==> src/rtl/snn_ctrl_pkg.sv <==
`default_nettype none
// ----------------------------------------------------------------------------
// Module   : snn_ctrl_pkg
// Brief    : Shared types, default widths and helpers for the SNN control path
// Revision : 1.0 - initial release
// ----------------------------------------------------------------------------
package snn_ctrl_pkg;

    localparam int DEF_NUM_NEURONS = 10;
    localparam int DEF_DATA_WIDTH  = 16;
    localparam int DEF_TS_WIDTH    = 16;

    typedef enum logic [2:0] {
        IDLE   = 3'd0,
        CLEAR  = 3'd1,
        ACCUM  = 3'd2,
        SCAN   = 3'd3,
        OUTPUT = 3'd4
    } acc_ctrl_state_t;

    // A single-neuron array still needs a 1-bit index.
    function automatic int clog2_min1(input int n);
        return (n <= 2) ? 1 : $clog2(n);
    endfunction

endpackage
`default_nettype wire

==> src/rtl/argmax_scanner.sv <==
`default_nettype none
// ----------------------------------------------------------------------------
// Module   : argmax_scanner
// Brief    : Serial one-element-per-cycle argmax over a packed count bus
// Revision : 1.0 - initial release
// ----------------------------------------------------------------------------
module argmax_scanner
    import snn_ctrl_pkg::*;
#(
    parameter int NUM_NEURONS = DEF_NUM_NEURONS,
    parameter int DATA_WIDTH  = DEF_DATA_WIDTH,
    parameter int IDX_WIDTH   = clog2_min1(NUM_NEURONS)
) (
    input  logic                              clk,
    input  logic                              rstn,
    input  logic                              scan_start_i,
    input  logic                              scan_en_i,
    input  logic [NUM_NEURONS*DATA_WIDTH-1:0] acc_values_i,
    output logic                              scan_done_o,
    output logic [IDX_WIDTH-1:0]              max_idx_o,
    output logic [DATA_WIDTH-1:0]             max_val_o
);

    localparam int                   C_DEPTH    = 1 << IDX_WIDTH;
    localparam logic [IDX_WIDTH-1:0] C_LAST_IDX = IDX_WIDTH'(NUM_NEURONS - 1);

    logic [DATA_WIDTH-1:0] w_elem [C_DEPTH];

    // Pad to a power of two so any index value selects a defined element.
    for (genvar gi = 0; gi < C_DEPTH; gi++) begin : g_unpack
        if (gi < NUM_NEURONS) begin : g_live
            assign w_elem[gi] = acc_values_i[gi*DATA_WIDTH +: DATA_WIDTH];
        end else begin : g_pad
            assign w_elem[gi] = '0;
        end
    end

    logic [IDX_WIDTH-1:0]  idx_q;
    logic [IDX_WIDTH-1:0]  max_idx_q;
    logic [DATA_WIDTH-1:0] max_val_q;
    logic [DATA_WIDTH-1:0] w_cur;
    logic                  w_take;
    logic [IDX_WIDTH-1:0]  w_best_idx;
    logic [DATA_WIDTH-1:0] w_best_val;

    // Strictly-greater update keeps the lowest index on ties.
    always_comb begin
        w_cur      = w_elem[idx_q];
        w_take     = (w_cur > max_val_q);
        w_best_idx = w_take ? idx_q : max_idx_q;
        w_best_val = w_take ? w_cur : max_val_q;
    end

    always_ff @(posedge clk or negedge rstn) begin
        if (!rstn) begin
            idx_q     <= '0;
            max_idx_q <= '0;
            max_val_q <= '0;
        end else if (scan_start_i) begin
            idx_q     <= '0;
            max_idx_q <= '0;
            max_val_q <= '0;
        end else if (scan_en_i) begin
            idx_q     <= idx_q + IDX_WIDTH'(1);
            max_idx_q <= w_best_idx;
            max_val_q <= w_best_val;
        end
    end

    // Results include the element compared this cycle, so the final
    // element's outcome is visible in the same cycle scan_done_o is high.
    assign scan_done_o = scan_en_i && (idx_q == C_LAST_IDX);
    assign max_idx_o   = w_best_idx;
    assign max_val_o   = w_best_val;

endmodule
`default_nettype wire

==> src/rtl/accumulation_controller.sv <==
`default_nettype none
// ----------------------------------------------------------------------------
// Module   : accumulation_controller
// Brief    : Inference-window sequencer: clear, count timesteps, argmax scan
// Revision : 1.0 - initial release
// ----------------------------------------------------------------------------
module accumulation_controller
    import snn_ctrl_pkg::*;
#(
    parameter int NUM_NEURONS = DEF_NUM_NEURONS,
    parameter int DATA_WIDTH  = DEF_DATA_WIDTH,
    parameter int TS_WIDTH    = DEF_TS_WIDTH,
    parameter int IDX_WIDTH   = clog2_min1(NUM_NEURONS)
) (
    input  logic                              clk,
    input  logic                              rstn,
    input  logic                              start,
    input  logic [TS_WIDTH-1:0]               num_timesteps,
    input  logic                              timestep_done,
    input  logic [NUM_NEURONS*DATA_WIDTH-1:0] acc_values,
    output logic                              reset_accumulation,
    output logic                              accumulate_en,
    output logic                              busy,
    output logic                              out_valid,
    input  logic                              out_ready,
    output logic [IDX_WIDTH-1:0]              class_index,
    output logic [DATA_WIDTH-1:0]             class_count
);

    acc_ctrl_state_t       state_q, state_d;
    logic [TS_WIDTH-1:0]   ts_target_q, ts_target_d;
    logic [TS_WIDTH-1:0]   ts_count_q, ts_count_d;
    logic [IDX_WIDTH-1:0]  class_index_q, class_index_d;
    logic [DATA_WIDTH-1:0] class_count_q, class_count_d;

    logic                  w_scan_start;
    logic                  w_scan_done;
    logic [IDX_WIDTH-1:0]  w_max_idx;
    logic [DATA_WIDTH-1:0] w_max_val;
    logic [TS_WIDTH-1:0]   w_ts_inc;

    assign w_ts_inc = ts_count_q + TS_WIDTH'(1);

    always_ff @(posedge clk or negedge rstn) begin
        if (!rstn) begin
            state_q       <= IDLE;
            ts_target_q   <= '0;
            ts_count_q    <= '0;
            class_index_q <= '0;
            class_count_q <= '0;
        end else begin
            state_q       <= state_d;
            ts_target_q   <= ts_target_d;
            ts_count_q    <= ts_count_d;
            class_index_q <= class_index_d;
            class_count_q <= class_count_d;
        end
    end

    always_comb begin
        state_d       = state_q;
        ts_target_d   = ts_target_q;
        ts_count_d    = ts_count_q;
        class_index_d = class_index_q;
        class_count_d = class_count_q;
        w_scan_start  = 1'b0;

        case (state_q)
            IDLE: begin
                if (start) begin
                    ts_target_d = num_timesteps;
                    ts_count_d  = '0;
                    state_d     = CLEAR;
                end
            end
            CLEAR: begin
                // A zero-length window skips straight to scanning the
                // freshly cleared (all-zero) accumulators.
                if (ts_target_q == '0) begin
                    state_d      = SCAN;
                    w_scan_start = 1'b1;
                end else begin
                    state_d = ACCUM;
                end
            end
            ACCUM: begin
                if (timestep_done) begin
                    ts_count_d = w_ts_inc;
                    if (w_ts_inc == ts_target_q) begin
                        state_d      = SCAN;
                        w_scan_start = 1'b1;
                    end
                end
            end
            SCAN: begin
                if (w_scan_done) begin
                    class_index_d = w_max_idx;
                    class_count_d = w_max_val;
                    state_d       = OUTPUT;
                end
            end
            OUTPUT: begin
                if (out_ready) begin
                    state_d = IDLE;
                end
            end
            default: begin
                state_d = IDLE;
            end
        endcase
    end

    argmax_scanner #(
        .NUM_NEURONS (NUM_NEURONS),
        .DATA_WIDTH  (DATA_WIDTH),
        .IDX_WIDTH   (IDX_WIDTH)
    ) u_scanner (
        .clk          (clk),
        .rstn         (rstn),
        .scan_start_i (w_scan_start),
        .scan_en_i    (state_q == SCAN),
        .acc_values_i (acc_values),
        .scan_done_o  (w_scan_done),
        .max_idx_o    (w_max_idx),
        .max_val_o    (w_max_val)
    );

    assign reset_accumulation = (state_q == CLEAR);
    assign accumulate_en      = (state_q == ACCUM);
    assign busy               = (state_q != IDLE);
    assign out_valid          = (state_q == OUTPUT);
    assign class_index        = class_index_q;
    assign class_count        = class_count_q;

endmodule
`default_nettype wire

==> config.mk <==
export PLATFORM = sky130hd
export DESIGN_NAME = accumulation_controller
export DESIGN_NICKNAME = d
export VERILOG_FILES = /design/src/rtl/snn_ctrl_pkg.sv /design/src/rtl/argmax_scanner.sv /design/src/rtl/accumulation_controller.sv
export SDC_FILE = /design/constraint.sdc
export NUM_CORES = 1
export LEC_CHECK = 0
export BUFFER_PORTS_ARGS = -buffer_cell sky130_fd_sc_hd__buf_2
export CORE_MARGIN = 2
export CORE_UTILIZATION = 25
export CTS_BUF_LIST = sky130_fd_sc_hd__clkbuf_16
export DETAILED_ROUTE_END_ITERATION = 10
export HOLD_SLACK_MARGIN = 0.08
export PLACE_DENSITY = 0.53
export SETUP_SLACK_MARGIN = 0.15
export SLEW_MARGIN = 10
export SYNTH_ARGS = -nofsm -noshare
export SYNTH_HDL_FRONTEND = slang
export SYNTH_HIERARCHICAL = 1
export SYNTH_SLANG_ARGS = --single-unit
==> constraint.sdc <==
create_clock -name clk -period 3.4 [get_ports clk]
set_input_delay 0.17 -clock clk [delete_from_list [all_inputs] [get_ports clk]]
set_output_delay 0.17 -clock clk [all_outputs]
set_load 0.02 [all_outputs]
==> results_dict.tcl <==
set metrics [dict create \
    cts-buffers-inserted 9 \
    core-area_um2 23500 \
    layout_min_cycle_time_ns 3.71 \
    synth_cell_types 62 \
    r2r-start "u_scanner/idx_q[0]" \
    dieArea_um2 25100 \
    arrival_ns 3.95 \
    timing.fmax_mhz 269 \
    io_buffers 204 \
    syn_avg_cell_area_um2 10.4 \
    yosysWarnings 6 \
    cts_tree "done" \
    ys_seq_area_share_pct 33.2 \
    hold_start "timestep_done" \
    cts.sinks 79 \
    ys.flop_type "dfrtp_1" \
    whs_ns 0.189 \
    async_flop_share_pct 100 \
    yosysTopAreaCell "dfrtp_1" \
    grt_pass1_vias 5194 \
    drive_above_1_share_pct 47.0 \
    antenna_cells 0 \
    overflow 0 \
    status "finished, violations left" \
    drt-initial-drc-count 440 \
    grt_max_degree 66 \
    start_util_pct 25.4 \
    min_path_type "in -> reg" \
    synth_fp_nets 776 \
    grt_use_total_pct 15.1 \
    fillCellCount 2371 \
    final.setup.worst_slack_ns -0.314 \
    clock_path_buffers 2 \
    routed_wl_mm 20.0 \
    ys_ff_latch 79 \
    peakVddDrop_mv 0.425 \
    synth.most_common_cell "dfrtp_1" \
    required_ns 3.63 \
    ant_nets 0 \
    syn2layout_area_growth_pct 42.8 \
    fp.dieH_um 158 \
    reg2reg_depth 13 \
    rsz0062_at_grt "true" \
    multi_input_area_um2 3850 \
    routed_via_density 4.67 \
    end_kind "flip-flop" \
    r2r_setup_slack_ns -0.31 \
    slew_violations 0 \
    powerDensity_nw_per_um2 961 \
    grt_pass1_wl_mm 29.0 \
    tightest_slew_ns 0.879 \
    max_cap_viol_count 0 \
    hold_depth 3 \
    regArea_um2 1980 \
    rows 56 \
    antenna_found_initial 0 \
    rr_endpoint "class_count[9]" \
    syn_area_um2 5960 \
    timing_worst_setup_path_type "reg -> reg" \
    synth_top_area_share_pct 33.2 \
    die_w_um 158 \
    drc_errors 0 \
    holdPathEnd "state_q[0]" \
    insertion_delay_ns 0.35 \
    syn_inst 576 \
    clk_pin_slew_worst_paths_ns 0.07 \
    failed_checks "negative setup slack" \
    dp.cells 1113 \
    finalHoldViolations 0 \
    p_leak_nw 4.03 \
    cts_max_level 3 \
    layout.cells.non_filler 1168 \
    synth_edf_count 0 \
    fin_nets 1044 \
    setup_viol 20 \
    synth.top_cells.by_count "dfrtp_1, nand2_1, nand2b_1, mux2i_1, mux4_2" \
    critPathMaxFanout 7 \
    dr.pass1.iters 4 \
    fin_skew_ns 0.00957 \
    cts.root.buffer_cell "clkbuf_16" \
    io-pin-count 205 \
    synth_area_leaders "dfrtp_1, mux4_2, mux2i_1" \
    crit_path_start_kind "flip-flop" \
    finalCritPeriodShare_pct 109 \
    dpl.hpwl_mm 15.3 \
    detail_route.wl_per_cell_um 17.2 \
    gp_congestion 0.894 \
    relSlewSlack_pct 41.2 \
    num_vias 5454 \
]
[cells by family after synthesis]
logic type | after synthesis | share of synthesized area, %
AO/OA/AOI/OAI | 90 | 9.78
XOR/XNOR | 23 | 3.38
adder cells (fa/ha/maj) | 19 | 3.99
buffers and inverters | 57 | 5.22
flip-flops | 79 | 33.2
multiplexers | 112 | 27.0
AND/OR/NAND/NOR | 196 | 17.4
[area by class of cell]
class / count / share of cell area [%]
repair buffers: 293 / 22.3
multi-input cells: 440 / 45.2
clock inverters: 7 / 1.03
well taps: 319 / 4.69
flip-flops and latches: 79 / 23.2
inverters: 21 / 0.926
clock buffers: 9 / 2.64
[critical path, cell delays in order, from the launching register on]
cell       delay [ns]
dfrtp_2          0.42
buf_12           0.15
buf_6            0.12
buf_4            0.12
mux4_2           0.50
a22oi_2          0.18
o21ai_2          0.10
ha_1             0.33
a21oi_1          0.10
a2111o_1         0.48
a31oi_4          0.29
clkbuf_16        0.23
mux2_4           0.30
mux2_2           0.25
[cells in the final DEF, fill, tap and decap left out, types with 3 or more instances in the layout]
master / count
nand3_1: 6
dlygate4sd3_1: 18
nand2b_1: 41
o21ai_2: 8
nand4_1: 7
xor2_1: 8
and2_1: 3
mux2_2: 20
xnor2_1: 15
inv_1: 21
nor4_1: 8
mux4_2: 32
a211oi_1: 3
buf_2: 203
mux2_4: 20
buf_4: 56
ha_1: 19
nor3_1: 6
o31ai_1: 5
mux2i_1: 40
a22oi_2: 11
buf_6: 5
clkbuf_16: 10
a21oi_1: 8
nand2_1: 74
dfrtp_1: 78
a22oi_1: 6
o21ai_0: 20
and3_1: 6
o21ai_1: 9
buf_12: 10
nor2_1: 21
[sequential cells by signal, summed over array words and instances (netlist names)]
name,flops
class_count,16
ts_count_q,16
ts_target_q,16
u_scanner/max_val_q,16
class_index,4
u_scanner/idx_q,4
u_scanner/max_idx_q,4
state_q,3
[repair_timing]
item                                    4_1_cts  5_1_grt
cloned                                        0        1
hold buffers                                 18        0
hold endpoints to repair                     81        0
resized for setup                             6       39
setup buffers                                 1       19
pin swaps                                     0       20
endpoints found under the setup margin       40       40
[worst max-delay path by stage]
stage	startpoint	to	slack [ns]	depth (start not counted)
final	u_scanner/idx_q[0]	class_count[9]	-0.31	13
after detailed placement	u_scanner/idx_q[0]	class_index[1]	-0.27	12
after global placement	u_scanner/idx_q[0]	class_index[0]	-0.19	12
after CTS	u_scanner/idx_q[0]	class_count[4]	-0.21	11
after floorplan	u_scanner/idx_q[0]	class_count[10]	0.03	13
after global routing	u_scanner/idx_q[0]	class_count[9]	-0.41	12
[where the power goes]
group | switching [mW] | internal [mW]
logic | 2.48 | 3.11
registers | 0.303 | 1.25
clock network | 0.406 | 0.637
total | 3.19 | 5.00
[metal layers]
| metal | routed length (µm) | GRT usage [%] |
|---|---|---|
| met1 | 9180 | 21.9 |
| met2 | 9600 | 22.4 |
| met3 | 1030 | 3.35 |
| met4 | 224 | 4.25 |
| met5 | 0 | 0 |
[per-stage QoR]
step / setup slack [ns] / setup TNS [ns] / total power [mW] / utilization [%] / cell area (µm²)
after floorplan: 0.0334 / 0 / 4.77 / - / 5980
after global placement: -0.189 / -3.11 / 6.28 / 32.6 / 7660
after detailed placement: -0.272 / -4.64 / 6.32 / 32.6 / 7660
after CTS: -0.214 / -3.81 / 7.50 / 34.9 / 8190
after global routing: -0.409 / -10.50 / 8.77 / 36.3 / 8520
final: -0.314 / -5.59 / 8.19 / 36.3 / 8520
No activity file was read; power rests on OpenSTA's default activity.
